**src/rtl/ray_gen.sv**
```systemverilog
// Raster-order primary-ray generator: one unnormalized camera-space vec3 per pixel.
// Optional RAY_GEN_JITTER_EN adds LFSR sub-pixel jitter to the x/y outputs.
module ray_gen #(
    parameter int          H_RES    = 320,
    parameter int          V_RES    = 180,
    parameter logic [31:0] PIX_STEP = 32'h0000_0100,
    parameter logic [31:0] FOCAL    = 32'h0001_0000
) (
    input  logic                     clk_in,
    input  logic                     rst_n_in,
    input  logic                     start_in,
    input  logic                     ready_in,
    output logic                     valid_out,
    output logic [95:0]              dir_out,
    output logic [$clog2(H_RES)-1:0] px_out,
    output logic [$clog2(V_RES)-1:0] py_out,
    output logic                     last_out,
    output logic                     busy_out,
    output logic                     frame_done_out
);

    localparam int PX_W = $clog2(H_RES);
    localparam int PY_W = $clog2(V_RES);

    localparam logic [PX_W-1:0] PX_MAX = PX_W'(H_RES - 1);
    localparam logic [PY_W-1:0] PY_MAX = PY_W'(V_RES - 1);

    localparam logic [31:0] X0 = 32'd0 - 32'(H_RES / 2) * PIX_STEP;
    localparam logic [31:0] Y0 = 32'(V_RES / 2) * PIX_STEP;

    typedef enum logic {
        IDLE,
        EMIT
    } state_t;

    state_t          state_q, state_d;
    logic [PX_W-1:0] px_q, px_d;
    logic [PY_W-1:0] py_q, py_d;
    logic [31:0]     x_q, x_d;
    logic [31:0]     y_q, y_d;
    logic [95:0]     dir_q, dir_d;
    logic            last_q, last_d;
    logic            done_q, done_d;
    logic            load;
    logic            hs;
    logic [31:0]     jit_x;
    logic [31:0]     jit_y;

    assign hs = (state_q == EMIT) && ready_in;

`ifdef RAY_GEN_JITTER_EN
    logic [15:0] lfsr_q, lfsr_d;

    always_comb begin
        lfsr_d = lfsr_q;
        if (hs) begin
            lfsr_d = {1'b0, lfsr_q[15:1]} ^ (lfsr_q[0] ? 16'hB400 : 16'h0000);
        end
    end

    always_ff @(posedge clk_in or negedge rst_n_in) begin
        if (!rst_n_in) begin
            lfsr_q <= 16'hACE1;
        end else begin
            lfsr_q <= lfsr_d;
        end
    end

    // Jitter uses the value that will be current while the new ray is shown.
    assign jit_x = {24'd0, lfsr_d[7:0]};
    assign jit_y = {24'd0, lfsr_d[15:8]};
`else
    assign jit_x = 32'd0;
    assign jit_y = 32'd0;
`endif

    always_comb begin
        state_d = state_q;
        px_d    = px_q;
        py_d    = py_q;
        x_d     = x_q;
        y_d     = y_q;
        dir_d   = dir_q;
        done_d  = 1'b0;
        load    = 1'b0;

        unique case (state_q)
            IDLE: begin
                if (start_in) begin
                    state_d = EMIT;
                    px_d    = '0;
                    py_d    = '0;
                    x_d     = X0;
                    y_d     = Y0;
                    load    = 1'b1;
                end
            end
            EMIT: begin
                if (ready_in) begin
                    if (last_q) begin
                        state_d = IDLE;
                        done_d  = 1'b1;
                    end else begin
                        load = 1'b1;
                        if (px_q == PX_MAX) begin
                            px_d = '0;
                            x_d  = X0;
                            py_d = py_q + PY_W'(1);
                            y_d  = y_q - PIX_STEP;
                        end else begin
                            px_d = px_q + PX_W'(1);
                            x_d  = x_q + PIX_STEP;
                        end
                    end
                end
            end
        endcase

        last_d = (state_d == EMIT) && (px_d == PX_MAX) && (py_d == PY_MAX);

        if (load) begin
            dir_d = {x_d + jit_x, y_d + jit_y, FOCAL};
        end
    end

    always_ff @(posedge clk_in or negedge rst_n_in) begin
        if (!rst_n_in) begin
            state_q <= IDLE;
            px_q    <= '0;
            py_q    <= '0;
            x_q     <= '0;
            y_q     <= '0;
            dir_q   <= '0;
            last_q  <= 1'b0;
            done_q  <= 1'b0;
        end else begin
            state_q <= state_d;
            px_q    <= px_d;
            py_q    <= py_d;
            x_q     <= x_d;
            y_q     <= y_d;
            dir_q   <= dir_d;
            last_q  <= last_d;
            done_q  <= done_d;
        end
    end

    assign valid_out      = (state_q == EMIT);
    assign busy_out       = (state_q == EMIT);
    assign dir_out        = dir_q;
    assign px_out         = px_q;
    assign py_out         = py_q;
    assign last_out       = last_q;
    assign frame_done_out = done_q;

endmodule

```
**config.mk**
```make
export PLATFORM = sky130hd
export DESIGN_NAME = ray_gen
export DESIGN_NICKNAME = d
export VERILOG_FILES = /design/src/rtl/ray_gen.sv
export SDC_FILE = /design/constraint.sdc
export NUM_CORES = 1
export LEC_CHECK = 0
export BUFFER_PORTS_ARGS = -buffer_cell sky130_fd_sc_hd__buf_2
export CORE_MARGIN = 5
export CORE_UTILIZATION = 58
export CTS_BUF_LIST = sky130_fd_sc_hd__clkbuf_4 sky130_fd_sc_hd__clkbuf_8
export DETAILED_ROUTE_END_ITERATION = 10
export PLACE_DENSITY_LB_ADDON = 0.3
export SYNTH_ARGS = -nofsm -noshare
export SYNTH_HDL_FRONTEND = slang
export SYNTH_SLANG_ARGS = --single-unit
```
**constraint.sdc**
```tcl
create_clock -name clk_in -period 3.31 [get_ports clk_in]
set_input_delay 0.1655 -clock clk_in [delete_from_list [all_inputs] [get_ports clk_in]]
set_output_delay 0.1655 -clock clk_in [all_outputs]
set_load 0.01 [all_outputs]
```
==> results.tsv <==
metric	value	unit
status	complete, no violations	
combinational fraction of design power	0.138	
NetSw	1.19	mW
Nets	777	
H-tree Lvls	4	
CP startpoint	y_q[12]$_DFF_PN0_	
I/O Pins	121	
hpwl dp	11.2	mm
initial core utilization	0.587	
sequential-to-total area share from yosys stat	0.533	
CTS sink count	149	
# diodes	0	
GR Overflow Total	0	
first-pass GRT wire length	27.1	mm
Chip Height	120	µm
commonest cells after routing, fill and taps aside	dfrtp_1, buf_2, nand2_1	
Final min period	2670	ps
initial drt markers	514	
CTS root buffer	clkbuf_8	
Flop pwr share	0.495	
clk_lat worst skew	450	ps
Yosys warnings	0	
CTS Buf Count	17	
Worst R2R Path Depth	6	
Fin Hold WS	106	ps
RePlAce Congestion	0.881	
Die W	120	µm
WP data arrival	2940	ps
vias per cell	5.97	
drt drc	0	
vias in the first global route	5504	
Slew Limit Fails	0	
largest net degree at the start of global routing	82	
CTS tree	yes	
power share of the clock group	0.367	
std cell rows	40	
CP Capture Type	register	
Post-Syn Instances	682	
final setup TNS	0	ps
maxcap violations	0	
Syn-to-layout area delta	13.6	%
hold_buf cts	1	
crit path max fanout	7	
total power	4.33	mW
RSZ-0062 raised after global routing	no	
Worst R2R Start	y_q[12]$_DFF_PN0_	
Core Region	11900	µm²
top cells by area, synth	dfrtp_1, mux2_2, nand2_1	
I/O Buffers	89	
Lkg Pwr	3.86	nW
clock-pin slew on the worst setup and hold paths	80	ps
pwr dens	545	nW/µm²
register bit total from synthesis	149	
Final Hold Vio Count	0	
Clock Skews	11.0	ps
WL/cell	17.6	µm
CTS resizes	0	
Yosys top cell area share	0.533	
CTS Buffer Depth	2	
fin util	0.667	
commonest non-fill, non-tap cell in the layout	dfrtp_1	
fraction of layout cells with a size suffix above 1	0.228	
switch share	0.276	
number of synthesized flops with an enable pin	0	
async set or reset register ratio after synthesis	1.00	
crit share post-route	0.806	
Vias	5537	
Routed WL	16.4	mm
hold crit path type	input pin to register	
Worst Hold Path EP	frame_done_out$_DFF_PN0_	
Die Area	14300	µm²
synth unique cells	67	
CP Class	register to register	
drt pass-1 iters	5	
leading area contributor after synthesis	dfrtp_1	
final setup vio count	0	
Internal	3.14	mW
top_reg_cell synth	dfrtp_1	
cell area after synthesis	6990	µm²
initial antenna violation count	0	
setup bufs post-CTS	0	
worst vdd ir	0.335	mV
non-filler cells, final	928	
Post-DRT Antenna Nets	0	
Slew Limit Headroom	0.281	
gr usage total	0.235	
Critical Path Start Type	register	
Fmax	375	MHz
Reg2Reg Setup Slack	640	ps
measured slew at the worst slew-check pin	1080	ps
WHS Path Cells	2	
Post-Syn Area per Cell	10.2	µm²
hold_sp	ready_in	
placed insts	896	
Reg-to-Reg End	dir_out[54]$_DFFE_PN0P_	
Critical Path RT	3580	ps
[state kept, by name, summed over array words and instances, names as in the netlist]
register,count
dir_out,65
x_q,32
y_q,32
px_out,9
py_out,8
busy_out,1
frame_done_out,1
last_out,1
[worst max-delay path, cell delays in order (launching register included)]
cell and delay (ps):
dfrtp_1 410, or3_1 420, nor4_1 500, nand3_1 350, or3_1 490, a31oi_1 210
o22ai_1 110
[per-stage QoR]
stage               setup slack, ps  instance area (µm²)
finish                          643                 7940
global route                    501                 7940
CTS                             687                 7940
detailed placement              724                 7480
global placement                833                 7480
floorplan                       797                 7100
[cells in the mapped netlist (4+ instances only)]
cell type,instances
nor3_1,11
o31ai_1,5
a22o_1,10
and3_1,14
mux2i_1,10
nor2b_1,4
and2_1,23
nand4_1,13
clkbuf_1,28
dfrtp_1,149
a21o_1,7
ha_1,4
a31oi_1,18
mux2_2,29
inv_1,8
xnor2_1,4
or2_2,4
o211ai_1,5
a21oi_1,20
nand3_1,36
o22ai_1,6
buf_4,32
nor4_1,6
or3_1,12
and4_1,5
nor2_1,39
o21ai_0,37
nand2_1,85
[power groups by stage]
stage | combinational, mW | sequential, mW | clock, mW
final | 0.596 | 2.15 | 1.59
after CTS | 0.603 | 2.14 | 1.61
after floorplan | 0.349 | 2.19 | 0
after global placement | 0.582 | 2.16 | 0
after detailed placement | 0.597 | 2.18 | 0
after global routing | 0.662 | 2.18 | 1.70
[kinds of logic (layout without fill, tap and decap cells)]
kind of cell / count (synthesis) / in the layout / share of synthesized area
buf+inv: 75 / 144 / 0.0600
other cells: 1 / 31 / 0.000536
xor+xnor: 6 / 6 / 0.00752
flops: 149 / 149 / 0.533
fa+ha+maj: 4 / 4 / 0.00716
simple gates: 273 / 273 / 0.204
compound gates: 135 / 135 / 0.127
mux: 39 / 39 / 0.0610
[worst max-delay path by stage]
stage / to / slack (ps) / cells after the start
after floorplan: last_out$_DFF_PN0_ / 800 / 8
after global placement: last_out$_DFF_PN0_ / 830 / 7
after detailed placement: dir_out[48]$_DFFE_PN0P_ / 720 / 7
after CTS: dir_out[54]$_DFFE_PN0P_ / 690 / 6
after global routing: dir_out[48]$_DFFE_PN0P_ / 500 / 7
final: dir_out[54]$_DFFE_PN0P_ / 640 / 6
[per-layer routing]
layer	up-vias	part of all wire	global-route usage
met3	25	0.068	0.0594
met5	-	0	0
met4	0	0.016	0.0852
li1	2557	-	-
met1	2740	0.43	0.313
met2	215	0.49	0.374
[layout make-up]
class / instances / area, µm²
sequential: 149 / 3730
clock inverter: 13 / 204
clock buffer: 18 / 248
timing repair buffer: 105 / 587
multi-input combinational: 488 / 2960
inverter: 8 / 30.0
tap: 147 / 184
fill: 932 / 3970
No activity file was read; power rests on OpenSTA's default activity.
